<file path="config.mk">
export PLATFORM = sky130hd
export DESIGN_NAME = trng_collector
export DESIGN_NICKNAME = d
export VERILOG_FILES = /design/src/rtl/trng_collector.sv
export SDC_FILE = /design/constraint.sdc
export NUM_CORES = 1
export LEC_CHECK = 0
export ABC_CLOCK_PERIOD_IN_PS = 4050
export CAP_MARGIN = 25
export CORE_ASPECT_RATIO = 0.8
export CORE_MARGIN = 8
export CORE_UTILIZATION = 25
export DETAILED_ROUTE_END_ITERATION = 7
export DONT_BUFFER_PORTS = 1
export SYNTH_ARGS = -nofsm -noshare
export SYNTH_HDL_FRONTEND = slang
export SYNTH_SLANG_ARGS = --single-unit
</file>
<file path="constraint.sdc">
create_clock -name rng_clk -period 4.05 [get_ports rng_clk]
set_input_delay 0.81 -clock rng_clk [delete_from_list [all_inputs] [get_ports rng_clk]]
set_output_delay 0.81 -clock rng_clk [all_outputs]
set_load 0.005 [all_outputs]
</file>
<file path="src/rtl/trng_collector.sv">
// TRNG bit collector: decimates the synchronised ring-oscillator stream, optionally
// applies von Neumann debiasing, and packs bits MSB-first into words on a valid/ready port.
module trng_collector #(
  parameter int WORD_W = 32,
  parameter int SMPL_W = 16
) (
  input  logic              rng_clk,
  input  logic              rst_n,
  input  logic              collect_en,
  input  logic [SMPL_W-1:0] sample_cnt,
  input  logic              vn_bypass,
  input  logic              sync_valid,
  input  logic              sync_data,
  input  logic              word_ready,
  output logic              word_valid,
  output logic [WORD_W-1:0] word_data,
  output logic              overflow
);

  localparam int CNT_W = $clog2(WORD_W);

  typedef enum logic {VN_IDLE, VN_HAVE} vn_state_t;

  logic [SMPL_W-1:0] smp_cnt_q, smp_cnt_d;
  vn_state_t         vn_state_q, vn_state_d;
  logic              vn_bit_q, vn_bit_d;
  logic [WORD_W-1:0] shreg_q, shreg_d;
  logic [CNT_W-1:0]  bit_cnt_q, bit_cnt_d;
  logic              word_valid_q, word_valid_d;
  logic [WORD_W-1:0] word_data_q, word_data_d;
  logic              overflow_q, overflow_d;

  logic              active;
  logic [SMPL_W-1:0] period;
  logic              strobe;
  logic              emit;
  logic              emit_bit;
  logic [WORD_W-1:0] shifted;
  logic              complete;
  logic              xfer;

  // Sample decimation: a zero period behaves as one so the strobe can never stall.
  always_comb begin
    active    = collect_en && sync_valid;
    period    = (sample_cnt == '0) ? SMPL_W'(1) : sample_cnt;
    strobe    = active && (smp_cnt_q == period - SMPL_W'(1));
    smp_cnt_d = smp_cnt_q + SMPL_W'(1);
    if (!active || strobe) begin
      smp_cnt_d = '0;
    end
  end

  always_comb begin
    vn_state_d = vn_state_q;
    vn_bit_d   = vn_bit_q;
    emit       = 1'b0;
    emit_bit   = sync_data;
    if (!collect_en || vn_bypass) begin
      vn_state_d = VN_IDLE;
      emit       = strobe;
    end else if (strobe) begin
      case (vn_state_q)
        VN_IDLE: begin
          vn_bit_d   = sync_data;
          vn_state_d = VN_HAVE;
        end
        default: begin
          // Pair 10 emits 1, pair 01 emits 0: the first bit of an unequal pair.
          emit       = (vn_bit_q != sync_data);
          emit_bit   = vn_bit_q;
          vn_state_d = VN_IDLE;
        end
      endcase
    end
  end

  always_comb begin
    shifted   = {shreg_q[WORD_W-2:0], emit_bit};
    shreg_d   = shreg_q;
    bit_cnt_d = bit_cnt_q;
    complete  = 1'b0;
    if (!collect_en) begin
      shreg_d   = '0;
      bit_cnt_d = '0;
    end else if (emit) begin
      if (bit_cnt_q == CNT_W'(WORD_W - 1)) begin
        complete  = 1'b1;
        shreg_d   = '0;
        bit_cnt_d = '0;
      end else begin
        shreg_d   = shifted;
        bit_cnt_d = bit_cnt_q + CNT_W'(1);
      end
    end
  end

  // Holding register: a completed word is dropped only when the slot is full and not draining.
  always_comb begin
    xfer         = word_valid_q && word_ready;
    word_valid_d = word_valid_q && !xfer;
    word_data_d  = word_data_q;
    overflow_d   = overflow_q;
    if (complete) begin
      if (!word_valid_q || xfer) begin
        word_valid_d = 1'b1;
        word_data_d  = shifted;
      end else begin
        overflow_d = 1'b1;
      end
    end
    if (!collect_en) begin
      overflow_d = 1'b0;
    end
  end

  always_ff @(posedge rng_clk or negedge rst_n) begin
    if (!rst_n) begin
      smp_cnt_q    <= '0;
      vn_state_q   <= VN_IDLE;
      vn_bit_q     <= 1'b0;
      shreg_q      <= '0;
      bit_cnt_q    <= '0;
      word_valid_q <= 1'b0;
      word_data_q  <= '0;
      overflow_q   <= 1'b0;
    end else begin
      smp_cnt_q    <= smp_cnt_d;
      vn_state_q   <= vn_state_d;
      vn_bit_q     <= vn_bit_d;
      shreg_q      <= shreg_d;
      bit_cnt_q    <= bit_cnt_d;
      word_valid_q <= word_valid_d;
      word_data_q  <= word_data_d;
      overflow_q   <= overflow_d;
    end
  end

  assign word_valid = word_valid_q;
  assign word_data  = word_data_q;
  assign overflow   = overflow_q;

endmodule

</file>
==> flow_summary.ini <==
[run_status]
status = completed

[critical_path]
critPathCaptureType = flip-flop
cp-start-kind = input port
crit_required_ns = 4.28
ff2ff_path_depth = 10
critPathArrivalTime_ns = 3.98
r2r-start = smp_cnt_q[14]
timing.rr.end = shreg_q[3]
ff2ff_setup_slack_ns = 1.37
critPathMaxFanout = 31
crit_type = input port to flip-flop

[sta]
drv_slew = 0
max_freq_ghz = 0.266
fin_skew_ns = 0.00997
fin_ws_ns = 0.296
finalHoldViolCount = 0
grt_setup_unrepaired = no
period_needed_ns = 3.75
setup_tns_ns = 0
setup_viol = 0
tightestPinTransition_ns = 0.489
period_share_pct = 92.7
maxSlewHeadroom_pct = 67.3

[grt]
grt_usage_pct = 8.36
grt_max_degree = 89
grt_pass1_vias = 2615
antenna_found_initial = 1
grt_pass1_wl_mm = 14.4
gr-total-overflow = 0

[placed_design]
portBuffers = 0
place_inst = 560
place.gp.congestion = 0.901
pre_cts_slack_ns = -0.0660
dpl_cell_area_um2 = 4620
dp_hpwl_mm = 6.46

[routing]
drtAntennaViolNets = 0
drt_pre_antenna_iters = 4
drt_iter0_drc = 93
wl_per_cell_um = 15.7
viasPerCell = 4.58
num_vias = 2640
wl_mm = 9.07
drc = 0

[min_path]
hold_path.class = input port to asynchronous set/reset pin

[die]
die-area_um2 = 21500
num_rows = 42
die_y_um = 133
fp.dieW_um = 162
initial_core_util_pct = 25.6
core_um2 = 16700
io_pins = 57

[clock_network]
cts_tree = built
holdBufCountCts = 0
post_cts_buffers = 0
cts_root_buf = clkbuf_16
cts_resized = 0
clk_pin_slew_ns = 0.07
cts_buffers = 9
clock-sinks = 88
cts_buffer_depth = 2
clock_latency_ns = 0.35
htreeDepth = 3

[synthesis]
synth_area_leaders = dfrtp_1, mux2_4, a22o_1
ys_seq_area_share_pct = 51.6
synthArstFlopShare_pct = 100
yosys.area.top_type = dfrtp_1
syn-cell-area_um2 = 4270
ys_seq_elements = 88
ys_warn_count = 0
netlist.area_leader.share_pct = 51.6
synth.distinct_cells = 52
syn_nets = 362
netlist_instances = 335
synth_edf_count = 0
syn_avg_cell_area_um2 = 12.7
synth-main-ff-cell = dfrtp_1

[finish]
instances_no_fill = 577
final_cell_mix = dfrtp_1, a22o_1, mux2_4
final_common_cell = dfrtp_1
drive_gt1_share_pct = 24.4
stdcell_area_um2 = 4930
nets = 378
syn2layout_area_growth_pct = 15.5

[power_and_ir_drop]
total_power_w = 0.00181
p_comb_share_pct = 3.2
power_density_nw_per_um2 = 367
power.net_switching_w = 0.000412
pwr-share-seq_pct = 48.9
intPower_w = 0.00140
power.leakage_nw = 2.30
ir_drop_mv = 0.188
switching_share_pct = 22.8
p_clk_share_pct = 47.9

[flow_run]
cap_violations = 0
flip-flops by register name, indices dropped and copies added, names as in the netlist:
name / count
vn_state_q: 1
vn_bit_q: 1
bit_cnt_q: 5
overflow: 1
smp_cnt_q: 16
word_valid: 1
shreg_q: 31
word_data: 32
power groups by stage:
stage	registers, W	logic, W	clock network, W
final	0.000885	0.0000587	0.000867
after global routing	0.000885	0.0000643	0.000926
after CTS	0.000885	0.0000589	0.000897
after detailed placement	0.000902	0.0000586	0
after global placement	0.000902	0.0000574	0
after floorplan	0.000901	0.0000467	0
cell families (layout without fill, tap and decap cells):
kind of cell,after synthesis,after routing,synth area share [%]
flops,88,88,51.6
simple gates,100,100,14.4
xor+xnor,34,34,6.98
mux,37,37,12.3
fa+ha+maj,4,4,1.17
compound gates,54,54,10.4
buf+inv,18,39,3.17
other cells,0,1,0
critical path, stage by stage:
cell	delay (ns)
nor4_4	0.27
nand2_1	0.13
nor4_2	0.39
nor2_1	0.08
ha_1	0.21
nor3b_2	0.18
a311oi_1	0.27
o32ai_1	0.11
or4_4	0.58
nor4_2	0.27
buf_4	0.16
a21oi_2	0.07
buf_12	0.16
a22o_1	0.24
how the worst max path moves through the flow:
stage / start / slack [ns] / cells past startpoint / to
after CTS: sample_cnt[3] / 0.30 / 14 / shreg_q[3]
after global placement: sample_cnt[3] / 0.03 / 14 / shreg_q[13]
after floorplan: sample_cnt[3] / 0.005 / 13 / shreg_q[10]
after global routing: sample_cnt[3] / 0.1 / 14 / shreg_q[7]
after detailed placement: sample_cnt[3] / -0.07 / 14 / shreg_q[11]
final: sample_cnt[3] / 0.30 / 14 / shreg_q[3]
layer usage:
| metal | vias to the layer above | part of all wire, % | global-route usage [%] |
|---|---|---|---|
| met5 | - | 0 | 0 |
| met1 | 1316 | 46 | 10.5 |
| met4 | 0 | 1.8 | 4.00 |
| met3 | 12 | 7.0 | 3.22 |
| li1 | 1260 | - | - |
| met2 | 52 | 45 | 12.4 |
cell type report:
type | instances | area, µm²
sequential | 88 | 2200
fill | 1665 | 11700
clock inverter | 7 | 83.8
tap | 220 | 275
inverter | 5 | 18.8
multi-input combinational | 229 | 1950
timing repair buffer | 18 | 173
clock buffer | 9 | 225
antenna | 1 | 2.50
synthesized netlist by cell type, drive strengths merged (2+ instances only):
cell type / instances
nor3b: 3
mux2: 35
or4: 2
a21oi: 8
xor2: 19
nand2: 18
or2: 2
buf: 12
and3: 5
dfrtp: 88
inv: 5
nor4: 8
nand3b: 3
ha: 4
nand4: 9
xnor2: 15
nor3: 6
mux2i: 2
a21o: 2
a22o: 32
o21ai: 2
nand3: 8
nor2: 27
nand2b: 2
stage by stage:
step	hold slack [ns]	util, %
detailed placement	0.499	27.7
CTS	0.136	29.6
finish	0.154	29.6
global placement	0.496	27.7
floorplan	0.473	-
global route	0.137	29.6
No activity file was read; power rests on OpenSTA's default activity.
